<file path="src/rtl/mux_rr_arbiter_pkg.sv">
// mux_rr_arbiter_pkg: shared defaults, FSM state type and hold-counter sizing
package mux_rr_arbiter_pkg;
  localparam int SEL_W_DEF = 2;
  localparam int MAX_HOLD_DEF = 8;
  typedef enum logic {ST_IDLE = 1'b0, ST_GRANT = 1'b1} state_t;
  function automatic int hold_w(input int max_hold);
    return $clog2(max_hold) + 1;
  endfunction
endpackage

</file>
<file path="src/rtl/mux_rr_arbiter_if.sv">
// mux_rr_arbiter_if: request/grant/select bundle between requesters and the arbiter
interface mux_rr_arbiter_if import mux_rr_arbiter_pkg::*; #(parameter int SEL_W = SEL_W_DEF) ();
  localparam int N_REQ = 2 ** SEL_W;
  logic [N_REQ-1:0] req;
  logic [N_REQ-1:0] grant;
  logic [SEL_W-1:0] selector;
  logic valid;
  logic switch_pulse;
  modport master(input req, output grant, selector, valid, switch_pulse);
  modport slave(output req, input grant, selector, valid, switch_pulse);
endinterface

</file>
<file path="src/rtl/mux_rr_arbiter_rr_pick.sv">
// rr_pick: rotating priority encoder, first set req at or after ptr wins, optional masked index
module rr_pick #(parameter int SEL_W = 2) (
  input  logic [2**SEL_W-1:0] req,
  input  logic [SEL_W-1:0]    ptr,
  input  logic                mask_en,
  input  logic [SEL_W-1:0]    mask_idx,
  output logic                found,
  output logic [SEL_W-1:0]    idx
);
  // scanning downward lets the closest candidate to ptr overwrite the others
  always_comb begin
    found = 1'b0;
    idx = '0;
    for (int k = 2 ** SEL_W - 1; k >= 0; k--)
      if (req[ptr + SEL_W'(k)] && !(mask_en && (ptr + SEL_W'(k)) == mask_idx)) begin
        found = 1'b1;
        idx = ptr + SEL_W'(k);
      end
  end
endmodule

</file>
<file path="src/rtl/mux_rr_arbiter.sv">
// mux_rr_arbiter: round-robin owner of a shared N_REQ:1 mux with hold-limit preemption
module mux_rr_arbiter import mux_rr_arbiter_pkg::*; #(
  parameter int SEL_W = SEL_W_DEF,
  parameter int MAX_HOLD = MAX_HOLD_DEF
) (
  input logic clk,
  input logic rst_n,
  mux_rr_arbiter_if.master bus
);
  localparam int N_REQ = 2 ** SEL_W;
  localparam int HW = hold_w(MAX_HOLD);
  localparam logic [HW-1:0] LAST = HW'(MAX_HOLD - 1);
  state_t state, state_n;
  logic [SEL_W-1:0] ptr, ptr_n, sel_n, pick_idx, nxt;
  logic [N_REQ-1:0] grant_n;
  logic [HW-1:0] hold_cnt, hold_n;
  logic sp_n, found, at_limit, rotate;
  assign nxt = bus.selector + SEL_W'(1);
  // while granted, scan starts after the owner and skips it
  rr_pick #(.SEL_W(SEL_W)) u_pick (
    .req(bus.req),
    .ptr(state == ST_GRANT ? nxt : ptr),
    .mask_en(state == ST_GRANT),
    .mask_idx(bus.selector),
    .found(found),
    .idx(pick_idx)
  );
  assign at_limit = (MAX_HOLD != 0) && hold_cnt == LAST;
  assign rotate = !bus.req[bus.selector] || (at_limit && found);
  assign bus.valid = |bus.grant;
  always_comb begin
    state_n = state;
    ptr_n = ptr;
    sel_n = bus.selector;
    grant_n = bus.grant;
    hold_n = hold_cnt;
    sp_n = 1'b0;
    if (state == ST_IDLE) begin
      if (found) begin
        state_n = ST_GRANT;
        sel_n = pick_idx;
        grant_n = N_REQ'(1) << pick_idx;
        hold_n = '0;
        sp_n = 1'b1;
      end
    end else if (rotate) begin
      ptr_n = nxt;
      hold_n = '0;
      state_n = found ? ST_GRANT : ST_IDLE;
      sel_n = found ? pick_idx : bus.selector;
      grant_n = found ? N_REQ'(1) << pick_idx : '0;
      sp_n = found;
    end else
      hold_n = at_limit ? '0 : hold_cnt + HW'(!(&hold_cnt));
  end
  always_ff @(posedge clk or negedge rst_n)
    if (!rst_n) begin
      state <= ST_IDLE;
      ptr <= '0;
      hold_cnt <= '0;
      bus.grant <= '0;
      bus.selector <= '0;
      bus.switch_pulse <= 1'b0;
    end else begin
      state <= state_n;
      ptr <= ptr_n;
      hold_cnt <= hold_n;
      bus.grant <= grant_n;
      bus.selector <= sel_n;
      bus.switch_pulse <= sp_n;
    end
endmodule

</file>
<file path="src/flat_wrapper.sv">
// flat-port wrapper written by rule: the top's interface ports become plain ports
module mux_rr_arbiter_flat import mux_rr_arbiter_pkg::*;
#(
  parameter int SEL_W = SEL_W_DEF,
  parameter int MAX_HOLD = MAX_HOLD_DEF
)
  (clk, rst_n, bus_req, bus_grant, bus_selector, bus_valid, bus_switch_pulse);
  mux_rr_arbiter_if #(.SEL_W(SEL_W)) bus_i ();
  input logic clk;
  input logic rst_n;
  input wire logic [$bits(bus_i.req)-1:0] bus_req;
  output wire logic [$bits(bus_i.grant)-1:0] bus_grant;
  output wire logic [$bits(bus_i.selector)-1:0] bus_selector;
  output wire logic [$bits(bus_i.valid)-1:0] bus_valid;
  output wire logic [$bits(bus_i.switch_pulse)-1:0] bus_switch_pulse;
  assign bus_i.req = bus_req;
  assign bus_grant = bus_i.grant;
  assign bus_selector = bus_i.selector;
  assign bus_valid = bus_i.valid;
  assign bus_switch_pulse = bus_i.switch_pulse;
  mux_rr_arbiter #(.SEL_W(SEL_W), .MAX_HOLD(MAX_HOLD)) u_core (.clk(clk), .rst_n(rst_n), .bus(bus_i));
endmodule
</file>
<file path="config.mk">
export PLATFORM = sky130hd
export DESIGN_NAME = mux_rr_arbiter_flat
export DESIGN_NICKNAME = d
export VERILOG_FILES = /design/src/rtl/mux_rr_arbiter_pkg.sv /design/src/rtl/mux_rr_arbiter_if.sv /design/src/rtl/mux_rr_arbiter_rr_pick.sv /design/src/rtl/mux_rr_arbiter.sv /design/src/flat_wrapper.sv
export SDC_FILE = /design/constraint.sdc
export NUM_CORES = 1
export LEC_CHECK = 0
export CAP_MARGIN = 20
export CORE_AREA = 4 4 48 50
export DETAILED_ROUTE_END_ITERATION = 7
export DIE_AREA = 0 0 52 54
export GPL_TIMING_DRIVEN = 0
export PLACE_DENSITY = 0.87
export SLEW_MARGIN = 15
export SYNTH_ARGS = -nofsm -noshare
export SYNTH_HDL_FRONTEND = slang
export SYNTH_SLANG_ARGS = --single-unit
</file>
<file path="constraint.sdc">
create_clock -name clk -period 4.6 [get_ports clk]
set_input_delay 0.69 -clock clk [delete_from_list [all_inputs] [get_ports clk]]
set_output_delay 0.69 -clock clk [all_outputs]
set_load 0.02 [all_outputs]
</file>
==> results of run 1 <==
## tightest hold or removal path, stage by stage (launching register included)
cell and delay (ps):
dfrtp_1 380, nand2_1 60, o41ai_1 60
## final cells by class
class	instances	area, sq um
fill	157	701.9
multi-input combinational	81	610.6
sequential	14	350.3
timing repair buffer	12	120.1
clock buffer	4	36.28
tap	27	33.78
buffer	4	30.03
inverter	5	18.77
## cells by family (layout without fill, tap and decap cells)
group	Yosys count	in the layout	share of synthesized area
simple gates	31	31	0.1648
flops	14	14	0.3470
fa+ha+maj	2	2	0.02478
buf+inv	9	25	0.04832
compound gates	36	36	0.2887
xor+xnor	2	2	0.01735
mux	10	10	0.1090
## metal layers
metal  global-route usage  vias to the layer above
met1               0.2218                      406
li1                     -                      436
met4              0.08297                        0
met3              0.01939                        6
met2               0.2950                       25
met5                    0                        -
## sequential cells by signal, summed over array words and instances (netlist names)
name                     cells
u_core.bus.grant             4
u_core.bus.selector          2
u_core.bus.switch_pulse      1
u_core.hold_cnt              4
u_core.ptr                   2
u_core.state                 1
## cells in the final DEF (no fill, tap or decap), types with 3 or more instances in the layout
master,netlist,layout
mux2i_1,4,4
a22oi_1,3,3
inv_1,5,5
clkdlybuf4s50_1,0,12
mux2_1,3,3
a21oi_1,4,4
o21ai_0,3,3
nor2b_1,3,3
clkbuf_4,0,3
nand2_1,10,10
dfrtp_1,14,14
nor2_1,6,6
## stage by stage
stage          area (sq um)  power [mW]
2_1_floorplan          1010      0.5626
3_3_place_gp           1164      0.6860
3_5_place_dp           1164      0.7025
4_1_cts                1200      0.7879
5_1_grt                1200      0.8469
6_report               1200      0.7894
## final timing paths
path / start / endpoint / slack [ps] / cells past startpoint
setup / recovery: bus_req[2] / u_core.ptr[1]$_DFFE_PN0P_ / 2040 / 6
max in group asynchronous: rst_n / u_core.hold_cnt[3]$_DFFE_PN0P_ / 3410 / 1
min in group asynchronous: rst_n / u_core.bus.grant[3]$_DFFE_PN0P_ / 780 / 1
setup reg to reg: u_core.bus.selector[0]$_DFFE_PN0P_ / u_core.bus.grant[0]$_DFFE_PN0P_ / 2460 / 7
hold reg to reg: u_core.bus.grant[0]$_DFFE_PN0P_ / u_core.bus.grant[0]$_DFFE_PN0P_ / 530 / 2
hold / removal: u_core.bus.grant[0]$_DFFE_PN0P_ / u_core.bus.grant[0]$_DFFE_PN0P_ / 530 / 2
## report_power, final
group | leakage [nW] | switching, mW | internal, mW
Clock | 0.0210 | 0.0383 | 0.0481
Sequential | 0.174 | 0.0440 | 0.170
Combinational | 0.290 | 0.261 | 0.228
Total | 0.486 | 0.343 | 0.446
==> flow_metrics.tcl, run 1 <==
set metrics [dict create \
    synth_most_common_cell "dfrtp_1" \
    power.leakage_nw 0.4856 \
    cts_htree_levels 1 \
    post_drt_via_cell_ratio 5.939 \
    finalCriticalPeriod_ps 2556 \
    syn_area_sq_um 1010 \
    fmax_ghz 0.3913 \
    ant_nets 0 \
    arrival_ps 2710 \
    track_usage 0.1745 \
    fp.dieW_microns 52 \
    cts_sinks 14 \
    gp_congestion 0.8599 \
    grt_pass1_vias 832 \
    core_sq_um 1902 \
    cp_top_family "simple AND/OR/NAND/NOR gates" \
    cts_inserted_buffers 3 \
    pre_cts_slack_ps 1772 \
    final_util 0.6309 \
    die-area_sq_um 2808 \
    end_kind "flip-flop" \
    max-slew-margin-rel 0.5969 \
    timing.final.crit_share 0.5556 \
    netlist_top_cells_count "dfrtp_1 (14), nand2_1 (10), nor2_1 (6)" \
    cts_tree "built" \
    fin_cells 147 \
    wirelength_microns 2149 \
    layout.nets 129 \
    ctsResizeCount 0 \
    n_antenna_cell 0 \
    critPathSlowestCell "or4_1" \
    setup_tns_ps 0 \
    start_kind "input port" \
    syn_avg_cell_area_sq_um 9.709 \
    worst_slack_ps 2044 \
    clkTransAtPathRegs_ps 90 \
    synth.distinct_cells 44 \
    syn_to_final_growth_pct 18.84 \
    critical_path.max_stage_delay_ps 580 \
    drtIter0Drc 21 \
    dr_wl_met3_microns 74 \
    drive_above_1_share 0.1500 \
    critical_path_required_ps 4750 \
    drtPass1Iterations 4 \
    synth_area_leaders "dfrtp_1 (35%), mux2i_1 (4.0%), nand2_1 (3.7%), mux2_1 (3.3%), ha_1 (2.5%)" \
    ys_seq_elements 14 \
    outcome "finished, final reports clean" \
    route.met2.wl_microns 1076 \
    antenna_found_initial 0 \
    routed.top_layer "met4" \
    cp_max_fo 7 \
    grt_pass1_wl_microns 3663 \
    synth-seq-area-share 0.3470 \
    grt_max_degree 15 \
    worstPathCellList "clkdlybuf4s50_1 -> or4_1 -> a21o_1 -> and3_4 -> o21ai_2 -> mux2_1" \
    top_level_ports 14 \
    cts_buffer_depth 2 \
    dp_cells 143 \
    die_y_microns 54 \
    synth_warnings 0 \
    cap_violations 0 \
    netlist.top_cell.by_area "dfrtp_1" \
    grt-ovfl-total 0 \
    worst_hold_slack_ps 525.3 \
    place_hpwl_microns 1696 \
    postCtsHoldBufs 0 \
    hold_viol 0 \
    rows 16 \
    syn_inst 104 \
    synthArstFlopShare 1.000 \
    m1WireLength_microns 964 \
    p_per_area_nw_per_um2 657.9 \
    ys.flop_type "dfrtp_1" \
    finClkSkew_ps 14.41 \
    synthesis.nets 112 \
    drcViolationCount 0 \
    cts_setup_buffers 0 \
    irDropWorstVdd_mv 0.4244 \
    path_class "in2reg" \
    rsz0062_at_grt "false" \
    wl_per_cell_microns 14.62 \
    synth_edf_count 0 \
    io_buffers 12 \
    final_max_slew_viol_count 0 \
    vias 873 \
    path_buf_inv 1 \
    worstSkewPairLatency_ps 280 \
    tightest_slew_ps 602.7 \
    yosys.area.top_type_share 0.3470 \
    setup_viol 0 \
    root_buffer "clkbuf_4" \
    hold_class "reg2reg" \
    initial_utilization 0.5309 \
]
(Power assumes the default switching activity.)
==> run 2, diff against run 1 <==
Settings changed: CORE_AREA 4 4 48 50 to 4 4 49 51, DIE_AREA 0 0 52 54 to 0 0 53 55, PLACE_DENSITY 0.87 to 0.84.
Clock period 4.6 ns to 2.7 ns, I/O delays scaled along.
==> run 2 against run 1 <==
Against the previous run: cell count is 0.68% lower; sequential power is 70% higher; non-clock buffer count stayed put; register-to-register slack worse by 1900 ps; clock skew is 13 ps lower; routed wire length is 0.65% higher; critical endpoint unchanged; highest routed layer unchanged.
==> flow_metrics.tcl, run 2 (synthesis results as in run 1) <==
set metrics [dict create \
    drive_above_1_share 0.1429 \
    syn_to_final_growth_pct 17.47 \
    antenna_found_initial 0 \
    setup_viol 0 \
    cts_inserted_buffers 3 \
    r2r_start "u_core.ptr[0]$_DFFE_PN0P_" \
    worst_slack_ps 429.8 \
    worstSkewPairLatency_ps 270 \
    postCtsHoldBufs 0 \
    fp.dieW_microns 53 \
    hold_viol 0 \
    rows 16 \
    fill_cells 182 \
    root_buffer "clkbuf_4" \
    critical_path_required_ps 2860 \
    gp_congestion 0.8114 \
    reg.largest.list "u_core.bus.grant (4), u_core.hold_cnt (4)" \
    crit_cells 6 \
    wirelength_microns 2163 \
    cts_sinks 14 \
    grt-ovfl-total 0 \
    grt_max_degree 15 \
    core_sq_um 1942 \
    cts_tree "built" \
    rsz0062_at_grt "false" \
    ctsResizeCount 0 \
    reg2reg_depth 6 \
    start_kind "input port" \
    final_cell_mix "dfrtp_1 (14), clkdlybuf4s50_1 (12), nand2_1 (10)" \
    tightest_slew_ps 609.6 \
    cp-startpoint "bus_req[2]" \
    cts_setup_buffers 0 \
    final_max_slew_viol_count 0 \
    pre_cts_slack_ps 152.4 \
    final_common_cell "dfrtp_1" \
    post_dp_cell_area_sq_um 1164 \
    track_usage 0.1791 \
    ant_nets 0 \
    endpoint "u_core.ptr[1]$_DFFE_PN0P_" \
    io_buffers 12 \
    layout.nets 129 \
    r2r_setup_slack_ps 570 \
    drtIter0Drc 18 \
    power.leakage_nw 0.4784 \
    cts_buffer_depth 2 \
    path_class "in2reg" \
    fin_cells 146 \
    wl_per_cell_microns 14.82 \
    path_buf_inv 1 \
    fmax_ghz 0.4405 \
    cp_top_family "simple AND/OR/NAND/NOR gates" \
    post_drt_via_cell_ratio 6.000 \
    die_y_microns 55 \
    end_kind "flip-flop" \
    top_level_ports 14 \
    die-area_sq_um 2915 \
    grt_pass1_wl_microns 3808 \
    max-slew-margin-rel 0.5923 \
    cp_max_fo 7 \
    final_area_sq_um 1186 \
    finClkSkew_ps 1.192 \
    place_hpwl_microns 1696 \
    arrival_ps 2430 \
    timing.final.crit_share 0.8408 \
    cap_violations 0 \
    drcViolationCount 0 \
    dp_cells 143 \
    vias 876 \
    r2r-end "u_core.ptr[1]$_DFFE_PN0P_" \
    drtPass1Iterations 5 \
    grt_pass1_vias 883 \
    outcome "finished, final reports clean" \
    n_antenna_cell 0 \
    clkTransAtPathRegs_ps 70 \
    critical_path.max_stage_delay_ps 580 \
    finalCriticalPeriod_ps 2270 \
    cts_htree_levels 1 \
    initial_utilization 0.5200 \
    irDropWorstVdd_mv 0.7176 \
    p_per_area_nw_per_um2 1100 \
    setup_tns_ps 0 \
    hold_class "in2async" \
    critPathSlowestCell "or4_1" \
    worstPathCellList "clkdlybuf4s50_1 -> or4_1 -> a21o_1 -> and3_4 -> o21ai_2 -> mux2_1" \
]
==> run 2: cell types whose count changed in the layout (fill, tap and decap cells not counted), sizes merged <==
cell / change
clkbuf: -1
==> run 2: routing by layer <==
layer | wire (microns) | GRT usage | share of wire | up-vias
li1 | - | - | - | 431
met1 | 979 | 0.2110 | 0.45 | 430
met2 | 1106 | 0.3264 | 0.51 | 10
met3 | 38 | 0.02413 | 0.018 | 5
met4 | 38 | 0.07660 | 0.018 | 0
met5 | 0 | 0 | 0 | -
==> run 2: metrics by stage <==
step | hold WS (ps) | util | power, mW
final | 513.8 | 0.6108 | 1.305
after global routing | 550.6 | 0.6108 | 1.407
after CTS | 518.2 | 0.6108 | 1.311
after detailed placement | 501.2 | 0.5992 | 1.200
after global placement | 488.8 | 0.5992 | 1.172
after floorplan | 109.4 | - | 0.9585
==> run 2: worst min path at each step <==
stage | slack [ps] | depth (start not counted) | from | end
2_1_floorplan | 110 | 0 | rst_n | u_core.bus.grant[0]$_DFFE_PN0P_
3_3_place_gp | 490 | 2 | u_core.bus.grant[1]$_DFFE_PN0P_ | u_core.bus.grant[1]$_DFFE_PN0P_
3_5_place_dp | 500 | 2 | u_core.bus.grant[0]$_DFFE_PN0P_ | u_core.bus.grant[0]$_DFFE_PN0P_
4_1_cts | 520 | 2 | u_core.bus.grant[0]$_DFFE_PN0P_ | u_core.bus.grant[0]$_DFFE_PN0P_
5_1_grt | 550 | 1 | rst_n | u_core.bus.selector[1]$_DFFE_PN0P_
6_report | 510 | 1 | rst_n | u_core.bus.switch_pulse$_DFF_PN0_
==> run 2: layout make-up <==
type | count | area, sq um | area share
inverter | 5 | 18.77 | 0.01582
tap | 27 | 33.78 | 0.02848
sequential | 14 | 350.3 | 0.2954
clock buffer | 3 | 22.52 | 0.01899
multi-input combinational | 81 | 610.6 | 0.5148
timing repair buffer | 12 | 120.1 | 0.1013
buffer | 4 | 30.03 | 0.02532
==> run 2: report_power, final <==
part | switching (mW) | total, mW | internal, mW
clock | 0.0575 | 0.109 | 0.0516
combinational | 0.443 | 0.832 | 0.389
sequential | 0.0742 | 0.364 | 0.290
total | 0.575 | 1.31 | 0.730
